[src/rtl/tone_request_arbiter.sv]
// tone_request_arbiter: fixed-priority owner of the sine-table tone path with a phase accumulator and inter-tone gap.
// Define TONE_ARB_PREEMPT_EN to let a higher-priority request cut the current tone short.
module tone_request_arbiter #(
  parameter int NUM_REQ     = 4,
  parameter int COUNT_SIZE  = 8,
  parameter int PHASE_W     = 16,
  parameter int DUR_W       = 16,
  parameter int GAP_SAMPLES = 64
) (
  input  logic                        clk,
  input  logic                        resetN,
  input  logic                        sample_tick,
  input  logic [NUM_REQ-1:0]          req,
  input  logic [NUM_REQ*PHASE_W-1:0]  freq_step,
  input  logic [NUM_REQ*DUR_W-1:0]    duration,
  output logic [NUM_REQ-1:0]          grant,
  output logic [COUNT_SIZE-1:0]       ADDR,
  output logic                        playing,
  output logic [$clog2(NUM_REQ)-1:0]  active_id,
  output logic [NUM_REQ-1:0]          pending
);
  localparam int IW = $clog2(NUM_REQ);
  localparam int GW = $clog2(GAP_SAMPLES + 2);
  typedef enum logic [1:0] {IDLE, PLAY, GAP} state_t;
  state_t state, state_n;
  logic [PHASE_W-1:0] phase, phase_n, step_r, step_n, freq_sel;
  logic [DUR_W-1:0] rem, rem_n, dur_sel;
  logic [GW-1:0] gap, gap_n;
  logic [NUM_REQ-1:0] grant_n, pending_n;
  logic [IW-1:0] sel, active_n;
  logic playing_n, take, preempt, tick_play, fin;
  always_comb begin
    sel = '0;
    for (int i = NUM_REQ - 1; i >= 0; i--)
      if (pending[i]) sel = IW'(i);
  end
  assign freq_sel = freq_step[int'(sel)*PHASE_W +: PHASE_W];
  assign dur_sel  = duration[int'(sel)*DUR_W +: DUR_W];
  // A grant in flight blocks preemption so grant never pulses on consecutive cycles.
`ifdef TONE_ARB_PREEMPT_EN
  assign preempt = state == PLAY && !(|grant) && |pending && sel < active_id;
`else
  assign preempt = 1'b0;
`endif
  assign take      = (state == IDLE && |pending) || preempt;
  assign tick_play = state == PLAY && sample_tick && !preempt;
  assign fin       = tick_play && rem <= DUR_W'(1);
  assign ADDR      = phase[PHASE_W-1 -: COUNT_SIZE];
  always_ff @(posedge clk or negedge resetN) begin
    if (!resetN) state <= IDLE;
    else         state <= state_n;
  end
  always_comb begin
    state_n = state;
    if (state == IDLE)      state_n = |pending ? PLAY : IDLE;
    else if (state == PLAY) state_n = fin ? (GAP_SAMPLES > 0 ? GAP : IDLE) : PLAY;
    else                    state_n = (sample_tick && gap <= GW'(1)) ? IDLE : GAP;
  end
  always_comb begin
    grant_n   = take ? NUM_REQ'(1) << sel : '0;
    pending_n = (pending & ~grant_n) | req;
    phase_n   = (take || fin) ? '0 : tick_play ? phase + step_r : phase;
    rem_n     = take ? (dur_sel == '0 ? DUR_W'(1) : dur_sel) : tick_play ? rem - DUR_W'(1) : rem;
    step_n    = take ? freq_sel : step_r;
    active_n  = take ? sel : active_id;
    playing_n = take ? 1'b1 : fin ? 1'b0 : playing;
    gap_n     = fin ? GW'(GAP_SAMPLES) : (state == GAP && sample_tick) ? gap - GW'(1) : gap;
  end
  always_ff @(posedge clk or negedge resetN) begin
    if (!resetN) begin
      phase     <= '0;
      step_r    <= '0;
      rem       <= '0;
      gap       <= '0;
      grant     <= '0;
      pending   <= '0;
      active_id <= '0;
      playing   <= 1'b0;
    end else begin
      phase     <= phase_n;
      step_r    <= step_n;
      rem       <= rem_n;
      gap       <= gap_n;
      grant     <= grant_n;
      pending   <= pending_n;
      active_id <= active_n;
      playing   <= playing_n;
    end
  end
endmodule

[config.mk]
export PLATFORM = sky130hd
export DESIGN_NAME = tone_request_arbiter
export DESIGN_NICKNAME = d
export VERILOG_FILES = /design/src/rtl/tone_request_arbiter.sv
export SDC_FILE = /design/constraint.sdc
export NUM_CORES = 1
export LEC_CHECK = 0
export ABC_AREA = 1
export CAP_MARGIN = 10
export CORE_MARGIN = 10
export CORE_UTILIZATION = 45
export CTS_BUF_LIST = sky130_fd_sc_hd__clkbuf_4
export DETAILED_ROUTE_END_ITERATION = 7
export DONT_BUFFER_PORTS = 1
export SKIP_LAST_GASP = 1
export SYNTH_ARGS = -nofsm -noshare
export SYNTH_HDL_FRONTEND = slang
export SYNTH_SLANG_ARGS = --single-unit
[constraint.sdc]
create_clock -name clk -period 2.05 [get_ports clk]
set_input_delay 0.615 -clock clk [delete_from_list [all_inputs] [get_ports clk]]
set_output_delay 0.615 -clock clk [all_outputs]
set_load 0.05 [all_outputs]
==> metrics.txt, run 1 <==
outcome=finished with violations; final design utilization=between 40% and 50%; vias in the first global route=4907; f_max=0.524 GHz; Clock Sinks=roughly 70; starting density of the core=46.4%; Finished Layout Cells=about 900; vias=~4800; port bufs=0; Avg WL per Cell=15.6 um; Congestion Overflow GR=0; Synth Cell Area=5100 sq um; Max transition margin=63.7%; M3 GR Usage=around 3.7%; CTS clock-pin slew for the worst setup and hold paths=approximately 0.12 ns; die height=126 um; nets@finish=about 910; Tmin final=roughly 1.9 ns; Global Route Usage Sum=16.8%; Final Cycle Share=between 90% and 100%; Startpoint Class=flip-flop; critical path class=reg2reg; area taken by flip-flops and latches=between 1500 and 2000 sq um; Critical Path End Type=flip-flop; post-DR vias/cell=roughly 5.3; I/O pins=around 150; clk_lat worst skew=between 0.4 and 0.5 ns; CTS tree=built; initial antenna violation count=2; FF-to-FF End=step_r[15]; FF-to-FF Start=pending[2]; Netlist cell types=39; Final Max Slew Viols=0; worst r2r path cells=9; Pwr Density=roughly 1400 nW/um^2; post-synth top area share=between 30% and 40%; met1 Track Usage GR=~18%; Critical-path top delay cell=dfrtp_1; Fin. Hold Viols=68; Final setup viols=0; Mapped Cells=about 750; post-DP HPWL=about 11000 um; Max-Cap Viols=0; Cells after DPL=around 880; Core ar.=roughly 11000 sq um; CTS buffer count=9; synth top area cells=dfrtp_1, nand2_1, nor2_1; Mean Syn Cell Area=around 6.8 sq um; count of warnings emitted by yosys=0; CTS Root Cell=clkbuf_4; std cell rows=38; Max clock buf depth=2; hold slack=-0.117 ns; Routed WL=between 10000 and 15000 um; Seq/Total Area, Yosys=33.4%; H-tree depth=3; crit-path max FO=18; failing checks=negative hold slack; syn_nets=roughly 910; DRT iter0 DRCs=about 240; Remaining DRCs=0; first-pass GRT wire length=roughly 23000 um; Seq cells post-synth=68; Pre-antenna DRT Iters=4; Slowest Stage Delay on Critical Path=about 0.44 ns; HP Class=in2async; VDD IR max=0.000725 V; Leak=about 2.7 nW; met2 GRT Util=between 30% and 40%; Multi-input gate area=2860 sq um; DIE AREA=16000 sq um; share of cells above drive strength 1=under 10%; grt peak-use layer=met2; largest net degree at the start of global routing=69; cell taking the most area after synthesis=dfrtp_1; # fillers=~1100; Required @ worst endpoint=2.33 ns; Worst Skew=~0.022 ns; critical path data arrival time=approximately 2.2 ns; Die X=~130 um; Area Growth Syn to Fin=6.26%; Worst R2R Setup Slack=~0.14 ns; remaining antenna violation count=0; GPL Wtd Cong=just under 0.9; Worst-Margin Slew=0.539 ns; CP Cell Sequence=inv_2 > nand2_1 > nand2_2 > nand2_2 > inv_2 > nor2_1 > buf_4 > a221oi_1 > nand3_1
## stage by stage
stage	power [W]	instance area, sq um	setup WS (ns)	setup TNS, ns
after floorplan	0.00593	5100	0.175	0
after global placement	0.00678	5280	0.114	0
after detailed placement	0.00689	5280	0.0547	0
after CTS	0.00776	5400	0.0292	0
after global routing	0.00851	5420	-0.00937	-0.00937
final	0.00771	5420	0.140	0
## registers in the layout (all words and copies together) (netlist names)
signal,cells
active_id,2
gap,7
grant,4
pending,4
phase,16
playing,1
rem,16
state,2
step_r,16
## worst max path at each step
stage / cells past startpoint / end / start
finish: 9 / step_r[15] / pending[2]
global route: 12 / rem[0] / pending[0]
CTS: 9 / phase[12] / phase[0]
detailed placement: 9 / phase[12] / phase[0]
global placement: 9 / phase[12] / phase[0]
floorplan: 9 / step_r[6] / pending[0]
## metal layers
| metal | routed length [um] | share of wire (%) |
|---|---|---|
| met5 | 0 | 0 |
| met4 | 284 | 2.0 |
| met3 | 468 | 3.3 |
| met2 | 7750 | 55 |
| met1 | 5510 | 39 |
## cell usage after synthesis (all sizes together)
| master | n |
|---|---|
| buf | 28 |
| nand2 | 180 |
| nor4 | 4 |
| a31oi | 13 |
| nand4 | 3 |
| dfrtp | 68 |
| xnor2 | 4 |
| a21boi | 1 |
| nor3 | 7 |
| clkbuf | 8 |
| a21o | 2 |
| ha | 19 |
| inv | 92 |
| o21ai | 52 |
| or3 | 1 |
| a22o | 4 |
| a22oi | 8 |
| nor2 | 112 |
| o211ai | 1 |
| nand3 | 69 |
| o311a | 1 |
| o21bai | 4 |
| o31ai | 3 |
| a221oi | 4 |
| fa | 1 |
| o22ai | 2 |
| xor2 | 7 |
| a21oi | 31 |
| nand3b | 24 |
## cell usage in the layout (no fill, tap or decap), types with 13 or more instances in the layout
master / instances
nand3_1: 69
buf_4: 23
nand3b_1: 24
dfrtp_1: 68
nor2_1: 106
a21oi_1: 31
o21ai_0: 44
a31oi_1: 13
nand2_1: 174
inv_1: 86
ha_1: 19
## report_power, final
group          internal [W]  total (W)  switching [W]
registers           0.00191    0.00245       0.000540
clock network      0.000384   0.000848       0.000464
logic               0.00159    0.00442        0.00283
total               0.00389    0.00771        0.00383
## repair_timing
action	CTS	global route
buffers inserted	0	0
endpoints found under the setup margin	0	2
hold endpoints to repair	68	68
resized for setup	0	5
## logic make-up (layout without fill, tap and decap cells)
family                     after synthesis  in the layout  synth area share, %
and+or+nand+nor                        400            400                 34.3
buffers and inverters                  128            131                 10.8
AOI/OAI and AO/OA                      126            126                 14.5
DFF                                     68             68                 33.4
adders and majority gates               20             20                 5.05
xor gates and xnor gates                11             11                 1.89
other                                    0              2                    0
## critical path, delay by kind of cell (launching register included)
kind / cells / cell delay (ns)
flops: 1 / 0.44
simple gates: 5 / 0.44
compound gates: 1 / 0.37
buf+inv: 3 / 0.51
## cell type report
type	count	share of cell area (%)
Sequential cell	68	31.4
Inverter	92	6.37
Timing Repair Buffer	25	3.93
Clock inverter	3	0.739
Multi-Input combinational cell	557	52.7
Antenna cell	2	0.0924
Tap cell	140	3.23
Clock buffer	11	1.52
Note: power is estimated with default switching activity, not from simulation.
==> run 2: changes to the inputs <==
--- a/config.mk
+++ b/config.mk
@@ -12,7 +12,6 @@
 export CTS_BUF_LIST = sky130_fd_sc_hd__clkbuf_4
 export DETAILED_ROUTE_END_ITERATION = 7
 export DONT_BUFFER_PORTS = 1
-export SKIP_LAST_GASP = 1
 export SYNTH_ARGS = -nofsm -noshare
 export SYNTH_HDL_FRONTEND = slang
 export SYNTH_SLANG_ARGS = --single-unit
==> results of run 2 <==
The final DEF is identical to that of run 1; final timing and power are the same.
